**src/rtl/mem_arbiter.sv**
```systemverilog
// rtl/mem_arbiter.sv - shares one multi-cycle main memory between I-cache and D-cache miss handlers
//
// Serializes D-cache write-through words and 8-word block fills for both caches.
// Block reads are issued back to back, one per cycle. Returning words are steered
// to the owning cache together with their index inside the block.
// Return counting relies only on mem_data_valid. The nominal memory read latency
// is 4 cycles, but nothing in this block depends on it.
//
// Ports
//   clk, rst          rising-edge clock, synchronous active-high reset
//   icache_req/addr   I-cache fill request (level, held until icache_done), miss byte address
//   dcache_req/addr   D-cache fill request (level, held until dcache_done), miss/write byte address
//   dcache_wr_req     D-cache single-word write request, held until dcache_wr_ack
//   dcache_wdata      write data
//   mem_en/wr/addr/wdata            memory command (wr: 1 = write, 0 = read)
//   mem_data_out, mem_data_valid    memory read return
//   fill_data, fill_word_idx        returned word and its index in the block
//   icache_fill_we, dcache_fill_we  data-array write strobes for the fill owner
//   icache_done, dcache_done        pulse with the last fill word
//   dcache_wr_ack                   pulse in the cycle the write is issued
//   busy                            arbiter not idle

module mem_arbiter (
  input  logic        clk,
  input  logic        rst,
  input  logic        icache_req,
  input  logic [15:0] icache_addr,
  input  logic        dcache_req,
  input  logic [15:0] dcache_addr,
  input  logic        dcache_wr_req,
  input  logic [15:0] dcache_wdata,
  output logic        mem_en,
  output logic        mem_wr,
  output logic [15:0] mem_addr,
  output logic [15:0] mem_wdata,
  input  logic [15:0] mem_data_out,
  input  logic        mem_data_valid,
  output logic [15:0] fill_data,
  output logic [2:0]  fill_word_idx,
  output logic        icache_fill_we,
  output logic        dcache_fill_we,
  output logic        icache_done,
  output logic        dcache_done,
  output logic        dcache_wr_ack,
  output logic        busy
);

  localparam logic [3:0] BLOCK_WORDS = 4'd8;
  localparam logic [2:0] LAST_WORD   = 3'd7;

  typedef enum logic [1:0] {
    ST_IDLE  = 2'd0,
    ST_WRITE = 2'd1,
    ST_FILL  = 2'd2
  } state_t;

  state_t      state, state_nxt;
  logic        owner_d, owner_d_nxt;          // 1 = D-cache owns the fill
  logic        last_fill_d, last_fill_d_nxt;  // 1 = D-cache was granted the last fill
  logic [15:0] base, base_nxt;
  logic [3:0]  issue_cnt, issue_cnt_nxt;
  logic [2:0]  recv_cnt, recv_cnt_nxt;
  logic [15:0] wr_addr, wr_addr_nxt;
  logic [15:0] wr_data, wr_data_nxt;
  logic        grant_d;

  always_ff @(posedge clk) begin
    if (rst) begin
      state       <= ST_IDLE;
      owner_d     <= 1'b0;
      last_fill_d <= 1'b0;   // I counted as last, so D wins the first contended fill
      base        <= 16'h0000;
      issue_cnt   <= 4'd0;
      recv_cnt    <= 3'd0;
      wr_addr     <= 16'h0000;
      wr_data     <= 16'h0000;
    end else begin
      state       <= state_nxt;
      owner_d     <= owner_d_nxt;
      last_fill_d <= last_fill_d_nxt;
      base        <= base_nxt;
      issue_cnt   <= issue_cnt_nxt;
      recv_cnt    <= recv_cnt_nxt;
      wr_addr     <= wr_addr_nxt;
      wr_data     <= wr_data_nxt;
    end
  end

  always_comb begin
    state_nxt       = state;
    owner_d_nxt     = owner_d;
    last_fill_d_nxt = last_fill_d;
    base_nxt        = base;
    issue_cnt_nxt   = issue_cnt;
    recv_cnt_nxt    = recv_cnt;
    wr_addr_nxt     = wr_addr;
    wr_data_nxt     = wr_data;
    grant_d         = 1'b0;

    mem_en          = 1'b0;
    mem_wr          = 1'b0;
    mem_addr        = 16'h0000;
    mem_wdata       = 16'h0000;
    fill_data       = mem_data_out;
    fill_word_idx   = 3'd0;
    icache_fill_we  = 1'b0;
    dcache_fill_we  = 1'b0;
    icache_done     = 1'b0;
    dcache_done     = 1'b0;
    dcache_wr_ack   = 1'b0;
    busy            = (state != ST_IDLE);

    case (state)
      ST_IDLE: begin
        // A pending write always goes ahead of any fill.
        if (dcache_wr_req) begin
          state_nxt   = ST_WRITE;
          wr_addr_nxt = dcache_addr;
          wr_data_nxt = dcache_wdata;
        end else if (icache_req || dcache_req) begin
          // Contended fills alternate; otherwise the lone requester wins.
          grant_d         = (icache_req && dcache_req) ? ~last_fill_d : dcache_req;
          state_nxt       = ST_FILL;
          owner_d_nxt     = grant_d;
          last_fill_d_nxt = grant_d;
          base_nxt        = (grant_d ? dcache_addr : icache_addr) & 16'hFFF0;
          issue_cnt_nxt   = 4'd0;
          recv_cnt_nxt    = 3'd0;
        end
      end

      ST_WRITE: begin
        mem_en        = 1'b1;
        mem_wr        = 1'b1;
        mem_addr      = wr_addr;
        mem_wdata     = wr_data;
        dcache_wr_ack = 1'b1;
        state_nxt     = ST_IDLE;
      end

      ST_FILL: begin
        if (issue_cnt < BLOCK_WORDS) begin
          mem_en        = 1'b1;
          // base is block-aligned, so this never carries out of the block.
          mem_addr      = base + {12'h000, issue_cnt[2:0], 1'b0};
          issue_cnt_nxt = issue_cnt + 4'd1;
        end
        if (mem_data_valid) begin
          fill_word_idx  = recv_cnt;
          icache_fill_we = ~owner_d;
          dcache_fill_we = owner_d;
          recv_cnt_nxt   = recv_cnt + 3'd1;
          if (recv_cnt == LAST_WORD) begin
            icache_done = ~owner_d;
            dcache_done = owner_d;
            state_nxt   = ST_IDLE;
          end
        end
      end

      default: state_nxt = ST_IDLE;
    endcase

    // While reset is held, the in-flight operation is dead: no strobes,
    // no done/ack, and stale memory returns are dropped.
    if (rst) begin
      mem_en         = 1'b0;
      mem_wr         = 1'b0;
      mem_addr       = 16'h0000;
      mem_wdata      = 16'h0000;
      fill_word_idx  = 3'd0;
      icache_fill_we = 1'b0;
      dcache_fill_we = 1'b0;
      icache_done    = 1'b0;
      dcache_done    = 1'b0;
      dcache_wr_ack  = 1'b0;
      busy           = 1'b0;
    end
  end

endmodule
```
**config.mk**
```make
export PLATFORM = sky130hd
export DESIGN_NAME = mem_arbiter
export DESIGN_NICKNAME = d
export VERILOG_FILES = /design/src/rtl/mem_arbiter.sv
export SDC_FILE = /design/constraint.sdc
export NUM_CORES = 1
export LEC_CHECK = 0
export ABC_AREA = 1
export CAP_MARGIN = 20
export CORE_ASPECT_RATIO = 0.75
export CORE_MARGIN = 2
export CORE_UTILIZATION = 38
export DETAILED_ROUTE_END_ITERATION = 8
export PLACE_DENSITY = 0.77
export SYNTH_ARGS = -nofsm -noshare
export SYNTH_HDL_FRONTEND = slang
export SYNTH_SLANG_ARGS = --single-unit
```
**constraint.sdc**
```tcl
create_clock -name clk -period 1.48 [get_ports clk]
set_clock_uncertainty 0.05 [all_clocks]
set_input_delay 0.148 -clock clk [delete_from_list [all_inputs] [get_ports clk]]
set_output_delay 0.148 -clock clk [all_outputs]
set_load 0.05 [all_outputs]
```
==> impl_metrics.json, run 1 <==
{
  "vias_per_cell": 5.14,
  "grt_pass1_wl_mm": 15.5,
  "syn_area_um2": 2860,
  "antenna_cells": 0,
  "ys_types": 20,
  "endpoint_kind": "output pin",
  "max-clock-path-buffers": 2,
  "routedWlPerCell_um": 16.1,
  "numCtsBuffers": 5,
  "clkLatencyLatePin_ns": 0.31,
  "total_power_mw": 4.17,
  "grt.met3_usage": 0.0476,
  "slew_headroom": 0.598,
  "syn_inst": 443,
  "period_minus_slack_ns": 1.83,
  "clk_pin_slew_ns": 0.10,
  "grt_pass1_vias": 3232,
  "fillers": 476,
  "nets": 613,
  "grtUsageMet2": 0.424,
  "hold_violations": 0,
  "drive_above_1_share": 0.409,
  "outcome": "finished with violations",
  "die_x_um": 104,
  "gp_congestion": 0.857,
  "die_area_um2": 8250,
  "die_y_um": 79.2,
  "yosys.area_share.adder": 0.0262,
  "rsz0062_at_grt": "yes",
  "tns_ns": -12.07,
  "dr.first_iter.drc_count": 165,
  "synth_compound_area_frac": 0.170,
  "wl_mm": 10.3,
  "cts_num_sinks": 54,
  "overflow": 0,
  "root_buffer": "clkbuf_8",
  "yosys_warnings": 0,
  "met1_usage": 0.275,
  "multi_input_area_um2": 2120,
  "worst-setup-path-type": "register to output pin",
  "setup_violations": 62,
  "ant_nets": 0,
  "start_util": 0.391,
  "layout_setup_ws_ns": -0.350,
  "drv_cap": 0,
  "firstDrtPassIters": 5,
  "worst_ir_drop_vdd_mv": 0.513,
  "hold_buffers": 0,
  "grt-busiest-layer": "met2",
  "start_kind": "register",
  "ios": 129,
  "p_per_area_nw_per_um2": 762,
  "syn_area_per_cell_um2": 6.46,
  "max_freq_mhz": 547,
  "cts_tree": "yes",
  "cts-htree-levels": 2,
  "synth-xor-area-share": 0,
  "synth_nets": 519,
  "grt_use_total": 0.232,
  "cp_max_fo": 6,
  "seqCellArea_um2": 1090,
  "synth_top_family_by_area": "simple AND/OR/NAND/NOR gates",
  "setup.worst_path.start": "state[1]$_SDFFE_PP0P_",
  "timing.rr.start": "state[1]$_SDFFE_PP0P_",
  "drv_slew": 0,
  "synthMuxAreaShare": 0,
  "synth-simple-area-share": 0.280,
  "required_ns": 1.28,
  "grt_max_degree": 27,
  "arrival_ns": 1.63,
  "p_leak_nw": 2.19,
  "io_buffers": 92,
  "worst_pin_slew_ns": 0.603,
  "drc_errors": 0,
  "hold_path.class": "primary input to output pin",
  "synth-seq-cells": 54,
  "violations": "negative setup slack",
  "coreArea_um2": 7330,
  "holdCritStartpoint": "mem_data_out[0]",
  "antenna_found_initial": 0,
  "hpwl_mm": 6.41,
  "num_rows": 27,
  "seq_area_frac_synth": 0.378,
  "vias": 3282,
  "syn_to_final_growth_pct": 91.3,
  "fin_crit_sh": 1.24
}
==> metal layers <==
metal	wire length [um]	share of wire
met5	0	0
met3	638	0.062
met1	4070	0.40
met2	5270	0.51
met4	276	0.027
==> layout by cell type (no fill, tap or decap), types with 14 or more instances in the layout <==
cell type,n
a21oi_2,14
buf_4,15
nor2_1,73
o21ai_2,15
o21ai_0,34
nor2_4,22
a21oi_4,16
nand2_1,43
nand2_2,17
buf_12,55
clkdlybuf4s50_1,48
nand2_4,16
dfxtp_1,52
inv_1,36
==> cell type report <==
class / instances / area share
repair buffers: 131 / 0.341
well taps: 101 / 0.0231
flip-flops and latches: 54 / 0.198
clock inverters: 3 / 0.00799
clock buffers: 5 / 0.0126
multi-input cells: 303 / 0.387
inverters: 42 / 0.0302
==> final timing paths <==
check	endpoint	slack [ns]	cells past startpoint
worst min-delay path	fill_data[0]	0.25	0
worst min register to register	wr_addr[11]$_SDFFE_PP0P_	0.44	2
worst max register to register	issue_cnt[1]$_SDFFE_PP0P_	-0.18	11
worst max-delay path	mem_addr[1]	-0.35	6
==> synthesized netlist by cell type <==
master / n / area, um^2
nand3_1: 21 / 105
nor2_1: 98 / 368
buf_2: 10 / 50.1
nor3_1: 2 / 10.0
a21oi_2: 1 / 8.76
o21ai_0: 56 / 280
ha_1: 6 / 75.1
buf_4: 22 / 165
nor2_4: 1 / 11.3
o21bai_1: 1 / 7.51
a21oi_1: 36 / 180
o21ai_1: 2 / 10.0
nand4_1: 1 / 6.26
inv_2: 2 / 7.51
inv_1: 40 / 150
clkbuf_1: 12 / 45.0
dfxtp_1: 54 / 1080
nand3_2: 1 / 10.0
nor2_2: 1 / 6.26
nand2_1: 76 / 285
==> state kept, by name, indices dropped and copies added (netlist names) <==
signal and flops:
base 12, state 2, wr_data 16, issue_cnt 4, last_fill_d 1, recv_cnt 3, wr_addr 16
==> worst max-delay path, cell delays in order, from the launching register on <==
cell and delay (ns):
dfxtp_2 0.38, buf_12 0.11, ha_4 0.21, buf_12 0.15
nand3_2 0.11, a21oi_4 0.20, buf_12 0.16
==> logic make-up (layout without fill, tap and decap cells) <==
kind of cell | after synthesis | count (layout)
fa+ha+maj | 6 | 6
simple gates | 201 | 201
compound gates | 96 | 96
flops | 54 | 54
buf+inv | 86 | 181
==> what timing repair did <==
| item | 4_1_cts | 5_1_grt |
|---|---|---|
| pin swaps | 32 | 23 |
| endpoints found under the setup margin | 50 | 64 |
| hold endpoints to repair | 0 | 0 |
| buffers inserted | 5 | 3 |
| cloned | 1 | 3 |
| gates resized for setup | 50 | 88 |
==> report_power, final <==
part,switching [mW],internal [mW],leakage [nW],total [mW]
registers,0.113,1.60,0.447,1.71
logic,0.791,0.641,1.68,1.43
clock network,0.524,0.508,0.0585,1.03
total,1.43,2.75,2.19,4.17
==> metrics by stage <==
| stage | cell area [um^2] | setup WS, ns | util | cells | hold WS, ns |
|---|---|---|---|---|---|
| CTS | 5170 | -0.326 | 0.705 | 634 | 0.246 |
| global route | 5480 | -0.398 | 0.747 | 639 | 0.246 |
| floorplan | 3290 | -0.123 | - | 443 | 0.243 |
| finish | 5480 | -0.350 | 0.747 | 639 | 0.246 |
| global placement | 4770 | -0.00315 | 0.650 | 620 | 0.246 |
| detailed placement | 4770 | -0.0693 | 0.650 | 620 | 0.246 |
Power figures use the tool's default switching activity.
==> inputs of run 2 (changes only) <==
- CTS_CLUSTER_SIZE: not set -> 24
==> results of run 2 <==
No change in the layout: final DEF, timing and power equal those of run 1.
==> inputs of run 3 (changes only) <==
- REMOVE_ABC_BUFFERS: not set -> 1
==> run 3 against run 2 <==
Against the previous run:
- the run still ends with negative setup slack left
- power shrank 2.7%
- via count is 1.5% higher
- die area unchanged
- non-clock buffer count fell by 1
- sequential power is essentially flat
- first-iteration DRC count increased by 6.1%
- combinational power down 8%
- final area decreased by 2.9%
- wire length increased by 0.57%
- clock-buffer cell count stayed put
- register-to-register slack better by 0.06 ns
- largest cell class unchanged
- largest power group unchanged
==> impl_metrics.json, run 3 (synthesized netlist as in run 1, its figures left out) <==
{
  "start_util": 0.391,
  "final_cell_mix": "nor2_1 (70), nand2_1 (59), o21ai_0 (54)",
  "firstDrtPassIters": 5,
  "routedWlPerCell_um": 16.2,
  "num_rows": 27,
  "drc_errors": 0,
  "hpwl_mm": 5.95,
  "syn_to_final_growth_pct": 85.8,
  "grt-busiest-layer": "met2",
  "clk_pin_slew_ns": 0.11,
  "numCtsBuffers": 5,
  "cts_num_sinks": 54,
  "ant_nets": 0,
  "worst-setup-path-type": "register to output pin",
  "clkLatencyLatePin_ns": 0.32,
  "die_y_um": 79.2,
  "cts_tree": "yes",
  "fin_crit_sh": 1.24,
  "setup_violations": 52,
  "drive_above_1_share": 0.358,
  "io_buffers": 92,
  "ios": 129,
  "required_ns": 1.28,
  "grt_pass1_vias": 3343,
  "root_buffer": "clkbuf_8",
  "grt_max_degree": 48,
  "met1_usage": 0.273,
  "period_minus_slack_ns": 1.83,
  "dr.first_iter.drc_count": 175,
  "p_leak_nw": 2.05,
  "hold_violations": 0,
  "drv_slew": 0,
  "grt_pass1_wl_mm": 15.9,
  "grt_use_total": 0.239,
  "p_per_area_nw_per_um2": 763,
  "max_freq_mhz": 545,
  "die_area_um2": 8250,
  "antenna_cells": 0,
  "final_core_util": 0.725,
  "endpoint_kind": "output pin",
  "overflow": 0,
  "wl_mm": 10.3,
  "top_regs": "wr_addr (16), wr_data (16), base (12)",
  "coreArea_um2": 7330,
  "arrival_ns": 1.64,
  "layout_setup_ws_ns": -0.354,
  "cp_max_fo": 5,
  "violations": "negative setup slack",
  "cts-htree-levels": 2,
  "slew_headroom": 0.722,
  "fillers": 527,
  "rsz0062_at_grt": "yes",
  "die_x_um": 104,
  "vias_per_cell": 5.22,
  "nets": 612,
  "holdWs_ns": 0.246,
  "drv_cap": 0,
  "start_kind": "register",
  "layout_commonest_cell": "nor2_1",
  "worst_pin_slew_ns": 0.416,
  "antenna_found_initial": 0,
  "gp_congestion": 0.885,
  "grtUsageMet2": 0.430,
  "hold_buffers": 0,
  "hold_path.class": "primary input to output pin",
  "vias": 3332,
  "grt.met3_usage": 0.0764,
  "worst_ir_drop_vdd_mv": 0.562,
  "dp_slack_ns": -0.175,
  "max-clock-path-buffers": 2,
  "outcome": "finished with violations",
  "tns_ns": -12.55
}
-- run 3: cell count changes in the layout (fill, tap and decap cells not counted), moves of 10 or more --
cell     delta
o21ai_0    +20
nand2_1    +16
o21ai_2    -15
nor2_2     +13
nor2_4     -10
-- run 3: worst max-delay path, stage by stage, from the launching register on --
cell       delay, ns
dfxtp_2         0.37
buf_6           0.11
ha_4            0.22
clkbuf_16       0.18
nand3_2         0.10
a21oi_4         0.19
buf_12          0.15
-- run 3: worst paths after layout --
| kind | startpoint | slack (ns) | to | depth (start not counted) |
|---|---|---|---|---|
| setup / recovery | state[1]$_SDFFE_PP0P_ | -0.35 | mem_addr[4] | 6 |
| hold / removal | mem_data_out[0] | 0.25 | fill_data[0] | 0 |
| setup reg to reg | state[1]$_SDFFE_PP0P_ | -0.12 | issue_cnt[2]$_SDFFE_PP0P_ | 10 |
| hold reg to reg | wr_data[0]$_SDFFE_PP0P_ | 0.44 | wr_data[0]$_SDFFE_PP0P_ | 2 |
-- run 3: layout make-up --
cell class	count	area, um^2	area share
clock inverter	3	43.8	0.00824
multi-input combinational	303	1970	0.370
sequential	54	1090	0.204
clock buffer	5	68.8	0.0129
inverter	42	164	0.0308
timing repair buffer	130	1860	0.350
tap	101	126	0.0238
-- run 3: routing by layer --
metal | vias to the layer above | part of all wire
met5 | - | 0
met1 | 1565 | 0.40
met3 | 28 | 0.078
met2 | 167 | 0.50
met4 | 0 | 0.028
li1 | 1572 | -
-- run 3: where the power goes --
part / switching [mW] / internal (mW) / leakage (nW)
Clock: 0.539 / 0.509 / 0.0585
Combinational: 0.719 / 0.597 / 1.55
Sequential: 0.0974 / 1.60 / 0.448
-- run 3: metrics by stage --
stage | instances | cell area, um^2 | power, mW
5_1_grt | 638 | 5320 | 4.25
3_3_place_gp | 616 | 4340 | 2.63
4_1_cts | 634 | 5020 | 3.87
2_1_floorplan | 399 | 2600 | 2.17
3_5_place_dp | 616 | 4340 | 2.66
6_report | 638 | 5320 | 4.06
-- run 3: repair_timing --
| action | CTS | global route |
|---|---|---|
| endpoints found under the setup margin | 66 | 85 |
| gates resized for setup | 108 | 55 |
| pin swaps | 9 | 28 |
| gates cloned | 2 | 3 |
| setup buffers | 8 | 2 |
